### config.mk
export PLATFORM = sky130hd
export DESIGN_NAME = romulus_tbc_sequencer_flat
export DESIGN_NICKNAME = d
export VERILOG_FILES = /design/src/rtl/romulus_tbc_sequencer_if.sv /design/src/rtl/romulus_tbc_sequencer.sv /design/src/flat_wrapper.sv
export SDC_FILE = /design/constraint.sdc
export NUM_CORES = 1
export LEC_CHECK = 0
export CAP_MARGIN = 20
export CELL_PAD_IN_SITES_DETAIL_PLACEMENT = 0
export CELL_PAD_IN_SITES_GLOBAL_PLACEMENT = 2
export CORE_MARGIN = 3
export CORE_UTILIZATION = 25
export DETAILED_ROUTE_END_ITERATION = 8
export GPL_TIMING_DRIVEN = 0
export HOLD_SLACK_MARGIN = 0.12
export PLACE_DENSITY_LB_ADDON = 0.1
export SYNTH_ARGS = -nofsm -noshare
export SYNTH_HDL_FRONTEND = slang
export SYNTH_SLANG_ARGS = --single-unit
export TNS_END_PERCENT = 5
### constraint.sdc
create_clock -name clk -period 1.4 [get_ports clk]
set_input_delay 0.21 -clock clk [delete_from_list [all_inputs] [get_ports clk]]
set_output_delay 0.21 -clock clk [all_outputs]
set_load 0.02 [all_outputs]
### src/rtl/romulus_tbc_sequencer_if.sv
// Control bundle between the mode FSM (master), the TBC sequencer (slave)
// and the strobe inputs of romulus_datapath.
interface romulus_tbc_sequencer_if #(
    parameter int CONSTW = 6
);
    logic              start;
    logic              key_update;
    logic              cnt_init;
    logic              key_valid;
    logic              key_ready;
    logic              busy;
    logic              done;
    logic              srst;
    logic              sen;
    logic              senc;
    logic              xrst;
    logic              xen;
    logic              xenc;
    logic              yen;
    logic              yenc;
    logic              zrst;
    logic              zen;
    logic              zenc;
    logic              correct_cnt;
    logic [CONSTW-1:0] constant;

    modport master (
        output start, key_update, cnt_init, key_valid,
        input  key_ready, busy, done,
        input  srst, sen, senc, xrst, xen, xenc, yen, yenc,
        input  zrst, zen, zenc, correct_cnt, constant
    );

    modport slave (
        input  start, key_update, cnt_init, key_valid,
        output key_ready, busy, done,
        output srst, sen, senc, xrst, xen, xenc, yen, yenc,
        output zrst, zen, zenc, correct_cnt, constant
    );
endinterface

### src/rtl/romulus_tbc_sequencer.sv
// Sequencer for one Romulus TBC call: optional counter init and key reload,
// ROUNDS SKINNY rounds, one counter-correction cycle, then a done pulse.
//
// state   | meaning
// --------+-------------------------------------------------------------
// IDLE    | waiting for start; latches key_update
// CINIT   | one cycle, counter register loaded with domain (zrst)
// LOADKEY | key shifted in from sdi, one word per key_valid beat
// ROUND   | one SKINNY round per cycle, rc LFSR stepping
// CORRECT | one cycle, key/tweak rewind, counter takes pre-permutation value
// DONE    | one-cycle done pulse, round state cleared
module romulus_tbc_sequencer #(
    parameter int BUSW   = 32,
    parameter int ROUNDS = 40,
    parameter int CONSTW = 6
) (
    input logic                   clk,
    input logic                   rst,
    romulus_tbc_sequencer_if.slave bus
);
    localparam int KEYBEATS = 128 / BUSW;
    localparam int BW       = (KEYBEATS > 1) ? $clog2(KEYBEATS) : 1;
    localparam int RW       = (ROUNDS > 1) ? $clog2(ROUNDS) : 1;

    localparam logic [BW-1:0] BEAT_LAST  = BW'(KEYBEATS - 1);
    localparam logic [RW-1:0] ROUND_LAST = RW'(ROUNDS - 1);

    typedef enum logic [2:0] {
        S_IDLE,
        S_CINIT,
        S_LOADKEY,
        S_ROUND,
        S_CORRECT,
        S_DONE
    } state_t;

    state_t            state_q, state_d;
    logic [RW-1:0]     round_q, round_d;
    logic [BW-1:0]     beat_q, beat_d;
    logic [CONSTW-1:0] rc_q, rc_d;
    logic              kupd_q, kupd_d;

    function automatic logic [CONSTW-1:0] rc_step(input logic [CONSTW-1:0] r);
        return {r[CONSTW-2:0], r[CONSTW-1] ^ r[CONSTW-2] ^ 1'b1};
    endfunction

    always_ff @(posedge clk) begin
        if (rst) begin
            state_q <= S_IDLE;
            round_q <= '0;
            beat_q  <= '0;
            rc_q    <= '0;
            kupd_q  <= 1'b0;
        end else begin
            state_q <= state_d;
            round_q <= round_d;
            beat_q  <= beat_d;
            rc_q    <= rc_d;
            kupd_q  <= kupd_d;
        end
    end

    // The rc LFSR steps on every transition into ROUND so that the first
    // round already sees constant 0x01.
    always_comb begin
        state_d = state_q;
        round_d = round_q;
        beat_d  = beat_q;
        rc_d    = rc_q;
        kupd_d  = kupd_q;
        case (state_q)
            S_IDLE: begin
                if (bus.start) begin
                    kupd_d = bus.key_update;
                    if (bus.cnt_init) begin
                        state_d = S_CINIT;
                    end else if (bus.key_update) begin
                        state_d = S_LOADKEY;
                    end else begin
                        state_d = S_ROUND;
                        rc_d    = rc_step(rc_q);
                    end
                end
            end
            S_CINIT: begin
                if (kupd_q) begin
                    state_d = S_LOADKEY;
                end else begin
                    state_d = S_ROUND;
                    rc_d    = rc_step(rc_q);
                end
            end
            S_LOADKEY: begin
                if (bus.key_valid) begin
                    if (beat_q == BEAT_LAST) begin
                        beat_d  = '0;
                        state_d = S_ROUND;
                        rc_d    = rc_step(rc_q);
                    end else begin
                        beat_d = beat_q + BW'(1);
                    end
                end
            end
            S_ROUND: begin
                rc_d = rc_step(rc_q);
                if (round_q == ROUND_LAST) begin
                    state_d = S_CORRECT;
                end else begin
                    round_d = round_q + RW'(1);
                end
            end
            S_CORRECT: begin
                state_d = S_DONE;
            end
            S_DONE: begin
                rc_d    = '0;
                round_d = '0;
                kupd_d  = 1'b0;
                state_d = S_IDLE;
            end
            default: begin
                state_d = S_IDLE;
            end
        endcase
    end

    always_comb begin
        bus.key_ready   = 1'b0;
        bus.busy        = (state_q != S_IDLE);
        bus.done        = 1'b0;
        bus.srst        = 1'b0;
        bus.sen         = 1'b0;
        bus.senc        = 1'b0;
        bus.xrst        = 1'b0;
        bus.xen         = 1'b0;
        bus.xenc        = 1'b0;
        bus.yen         = 1'b0;
        bus.yenc        = 1'b0;
        bus.zrst        = 1'b0;
        bus.zen         = 1'b0;
        bus.zenc        = 1'b0;
        bus.correct_cnt = 1'b0;
        bus.constant    = '0;
        case (state_q)
            S_CINIT: begin
                bus.zrst = 1'b1;
            end
            S_LOADKEY: begin
                bus.key_ready = 1'b1;
                bus.xrst      = bus.key_valid;
            end
            S_ROUND: begin
                bus.sen      = 1'b1;
                bus.senc     = 1'b1;
                bus.xen      = 1'b1;
                bus.xenc     = 1'b1;
                bus.yen      = 1'b1;
                bus.yenc     = 1'b1;
                bus.zen      = 1'b1;
                bus.zenc     = 1'b1;
                bus.constant = rc_q;
            end
            S_CORRECT: begin
                bus.xen         = 1'b1;
                bus.yen         = 1'b1;
                bus.zen         = 1'b1;
                bus.correct_cnt = 1'b1;
            end
            S_DONE: begin
                bus.done = 1'b1;
            end
            default: begin
            end
        endcase
    end
endmodule

### src/flat_wrapper.sv
// flat-port wrapper written by rule: the top's interface ports become plain ports
module romulus_tbc_sequencer_flat 
#(
    parameter int BUSW   = 32,
    parameter int ROUNDS = 40,
    parameter int CONSTW = 6
)
  (clk, rst, bus_start, bus_key_update, bus_cnt_init, bus_key_valid, bus_key_ready, bus_busy, bus_done, bus_srst, bus_sen, bus_senc, bus_xrst, bus_xen, bus_xenc, bus_yen, bus_yenc, bus_zrst, bus_zen, bus_zenc, bus_correct_cnt, bus_constant);
  romulus_tbc_sequencer_if #(.CONSTW(CONSTW)) bus_i ();
  input logic clk;
  input logic rst;
  input wire logic [$bits(bus_i.start)-1:0] bus_start;
  input wire logic [$bits(bus_i.key_update)-1:0] bus_key_update;
  input wire logic [$bits(bus_i.cnt_init)-1:0] bus_cnt_init;
  input wire logic [$bits(bus_i.key_valid)-1:0] bus_key_valid;
  output wire logic [$bits(bus_i.key_ready)-1:0] bus_key_ready;
  output wire logic [$bits(bus_i.busy)-1:0] bus_busy;
  output wire logic [$bits(bus_i.done)-1:0] bus_done;
  output wire logic [$bits(bus_i.srst)-1:0] bus_srst;
  output wire logic [$bits(bus_i.sen)-1:0] bus_sen;
  output wire logic [$bits(bus_i.senc)-1:0] bus_senc;
  output wire logic [$bits(bus_i.xrst)-1:0] bus_xrst;
  output wire logic [$bits(bus_i.xen)-1:0] bus_xen;
  output wire logic [$bits(bus_i.xenc)-1:0] bus_xenc;
  output wire logic [$bits(bus_i.yen)-1:0] bus_yen;
  output wire logic [$bits(bus_i.yenc)-1:0] bus_yenc;
  output wire logic [$bits(bus_i.zrst)-1:0] bus_zrst;
  output wire logic [$bits(bus_i.zen)-1:0] bus_zen;
  output wire logic [$bits(bus_i.zenc)-1:0] bus_zenc;
  output wire logic [$bits(bus_i.correct_cnt)-1:0] bus_correct_cnt;
  output wire logic [$bits(bus_i.constant)-1:0] bus_constant;
  assign bus_i.start = bus_start;
  assign bus_i.key_update = bus_key_update;
  assign bus_i.cnt_init = bus_cnt_init;
  assign bus_i.key_valid = bus_key_valid;
  assign bus_key_ready = bus_i.key_ready;
  assign bus_busy = bus_i.busy;
  assign bus_done = bus_i.done;
  assign bus_srst = bus_i.srst;
  assign bus_sen = bus_i.sen;
  assign bus_senc = bus_i.senc;
  assign bus_xrst = bus_i.xrst;
  assign bus_xen = bus_i.xen;
  assign bus_xenc = bus_i.xenc;
  assign bus_yen = bus_i.yen;
  assign bus_yenc = bus_i.yenc;
  assign bus_zrst = bus_i.zrst;
  assign bus_zen = bus_i.zen;
  assign bus_zenc = bus_i.zenc;
  assign bus_correct_cnt = bus_i.correct_cnt;
  assign bus_constant = bus_i.constant;
  romulus_tbc_sequencer #(.BUSW(BUSW), .ROUNDS(ROUNDS), .CONSTW(CONSTW)) u_core (.clk(clk), .rst(rst), .bus(bus_i));
endmodule
==> results.py, run 1 <==
metrics = {
    "sta": {
        "rsz0062_at_grt": "yes",
        "skew_ns": 0.003062,
        "hold_ws_ns": 0.4757,
        "hold_viol_final": 0,
        "fin_ws_ns": -0.2660,
        "setup_viol": 26,
        "worst-slew-pin-transition_ns": 0.5022,
        "max_slew_margin_pct": 66.52,
        "period_minus_slack_ns": 1.666,
        "fin_tns_setup_ns": -4.194,
        "fmax_mhz": 600.2,
        "period_share_pct": 119.0,
        "drv_slew": 0,
    },
    "place": {
        "placed_cells": 201,
        "hpwlAfterDp_mm": 1.830,
        "pre_cts_ws_ns": -0.6221,
        "place.gp.congestion": 0.7184,
        "port-buffer-count": 25,
    },
    "setup_path": {
        "setup.worst_path.class": "reg2out",
        "rrSetupSlack_ns": -0.15,
        "arrival_ns": 1.46,
        "rr_worst_depth": 7,
        "cp-end-kind": "primary output",
        "critPathLaunch": "u_core.state_q[0]",
        "worst-path-max-fanout": 10,
        "critPathRequiredTime_ns": 1.19,
        "cp-endpoint": "bus_yen",
        "startpoint_type": "flop",
        "timing.rr.end": "u_core.state_q[0]",
        "r2r-start": "u_core.state_q[2]",
    },
    "worst_hold_path": {
        "min_path_type": "reg2reg",
    },
    "yosys": {
        "synth_seq_area_share_pct": 33.84,
        "synthTopCellsByArea": "dfxtp_1, mux2i_1, buf_4, nand2b_1, nor2_1",
        "syn_nets": 134,
        "synthFlopType": "dfxtp_1",
        "synthArstFlopShare_pct": 0,
        "synth-edff-count": 0,
        "synth.cell_area_um2": 1065,
        "ys_ff_latch": 18,
        "synth_common_cells": "dfxtp_1, nor2_1, nand2_1",
        "yosysTopAreaCell": "dfxtp_1",
        "yosys_warnings": 0,
        "yosysMostFrequentCell": "dfxtp_1",
        "post-synth-top-area-fraction_pct": 33.84,
        "synth.distinct_cells": 38,
        "avgSynthCellArea_um2": 8.451,
        "synthCells": 126,
    },
    "layout": {
        "n_antenna_cell": 0,
        "regArea_um2": 366.6,
        "multi_input_area_um2": 670.6,
        "instances_no_fill": 213,
        "finalNetCount": 173,
        "final_layout_size_suffix_gt1_share_pct": 42.94,
        "fillerInstances": 404,
        "fin_util_pct": 40.89,
        "syn2layout_area_growth_pct": 55.82,
    },
    "power": {
        "p_leak_nw": 0.7106,
        "power_density_nw_per_um2": 783.2,
        "peakVddDrop_uv": 244.6,
    },
    "cts": {
        "path_clk_slew_ns": 0.07,
        "cts_tree": "built",
        "clock_latency_ns": 0.25,
        "cts.htree.levels": 1,
        "clock_sinks": 18,
        "clockRootBuffer": "clkbuf_8",
        "hold_buffers": 0,
        "cts_max_path_buffers": 2,
        "cts-buffers-inserted": 3,
    },
    "routing": {
        "num_vias": 958,
        "wl_mm": 2.736,
        "viasPerCell": 4.498,
        "firstDrtPassIters": 4,
        "ant_nets": 0,
        "post_drt_wl_per_cell_um": 12.85,
        "drc": 0,
        "drt_iter0_markers": 30,
    },
    "floorplan": {
        "ios": 27,
        "die_x_um": 71.26,
        "core_area_um2": 4058,
        "die_area_um2": 5078,
        "start_util_pct": 26.24,
        "rows": 23,
        "die_h_um": 71.26,
    },
    "outcome": {
        "status": "finished with violations",
        "violations": "setup timing",
    },
    "global_route": {
        "grt_use_total_pct": 10.87,
        "grt_max_degree": 11,
        "grt_overflow_total": 0,
        "antenna_found_initial": 0,
        "grt_pass1_vias": 896,
        "grt_pass1_wl_mm": 4.381,
    },
    "flow_run": {
        "drv_cap": 0,
    },
}
## area by class of cell
type	instances	share of cell area, %
buffer	15	8.522
clock buffer	3	2.489
inverter	2	0.4525
multi-input combinational	90	40.42
sequential	18	22.10
tap	50	3.771
timing repair buffer	35	22.25
## worst min-delay path by stage
stage                       from                 to  slack (ns)  cells past startpoint
2_1_floorplan     bus_key_update      u_core.kupd_q        0.35                      2
3_3_place_gp   u_core.round_q[1]  u_core.round_q[1]        0.47                      2
3_5_place_dp   u_core.round_q[1]  u_core.round_q[1]        0.47                      2
4_1_cts        u_core.round_q[1]  u_core.round_q[1]        0.47                      2
5_1_grt           u_core.rc_q[3]     u_core.rc_q[4]        0.52                      2
6_report       u_core.round_q[1]  u_core.round_q[1]        0.48                      2
## power breakdown
| group | switching (mW) | internal [mW] | leakage, nW |
|---|---|---|---|
| sequential | 0.0242 | 0.537 | 0.148 |
| clock | 0.166 | 0.191 | 0.0216 |
| combinational | 0.181 | 0.201 | 0.541 |
## what timing repair did
action / 4_1_cts / 5_1_grt
pin swaps: 6 / 2
setup endpoints to repair: 32 / 36
cloned: 1 / 0
buffers inserted: 6 / 3
resized for setup: 125 / 15
## sequential cells by signal, summed over array words and instances (netlist names)
| name | count |
|---|---|
| u_core.state_q | 3 |
| u_core.rc_q | 6 |
| u_core.round_q | 6 |
| u_core.kupd_q | 1 |
| u_core.beat_q | 2 |
## cells in the final DEF, fill, tap and decap left out, drive strengths merged
cell            n
buf            42
dfxtp          18
nor2           14
nand2          11
mux2i           9
nand2b          8
and2            7
a21oi           6
clkdlybuf4s50   5
clkbuf          5
and3            3
xor2            3
or3b            3
inv             2
nand3b          2
xnor2           2
a211oi          2
nand4           2
and3b           2
ha              2
nor3b           1
or3             1
o21bai          1
nor2b           1
o311ai          1
or2             1
nand4b          1
o21a            1
o21ai           1
o31ai           1
a221oi          1
o211ai          1
a41o            1
conb            1
clkdlybuf4s15   1
## cell families after synthesis
family	count (synthesis)	synth area share [%]
AND/OR/NAND/NOR	57	29.61
XOR/XNOR	5	4.114
other	1	0.3522
buffers and inverters	18	10.11
adder cells (fa/ha/maj)	2	2.350
multiplexers	9	8.461
flip-flops	18	33.84
AO/OA/AOI/OAI	16	11.16
## critical path, stage by stage (launching register included)
cell and delay, ns:
dfxtp_2 0.35, buf_6 0.14, or3b_4 0.43, nand2b_4 0.10, buf_6 0.09, buf_6 0.10
## metrics by stage
stage               power [mW]  cell area, um2
finish                   1.299            1659
global route             1.378            1659
CTS                      1.302            1618
detailed placement      0.8879            1418
global placement        0.8875            1418
floorplan               0.7769            1105
## metal layers
metal | vias up | share of wire, % | track usage [%]
met5 | - | 0 | 0
met4 | 0 | 0.84 | 3.758
met3 | 2 | 4.1 | 1.964
met2 | 18 | 49 | 17.96
met1 | 447 | 46 | 14.24
li1 | 491 | - | -
Power figures use the tool's default switching activity.
==> run 2, diff against run 1 <==
HOLD_SLACK_MARGIN = 0.08   (was 0.12)
SLEW_MARGIN = 40   (was default)
==> results of run 2 <==
No change in the layout: final DEF, timing and power equal those of run 1.
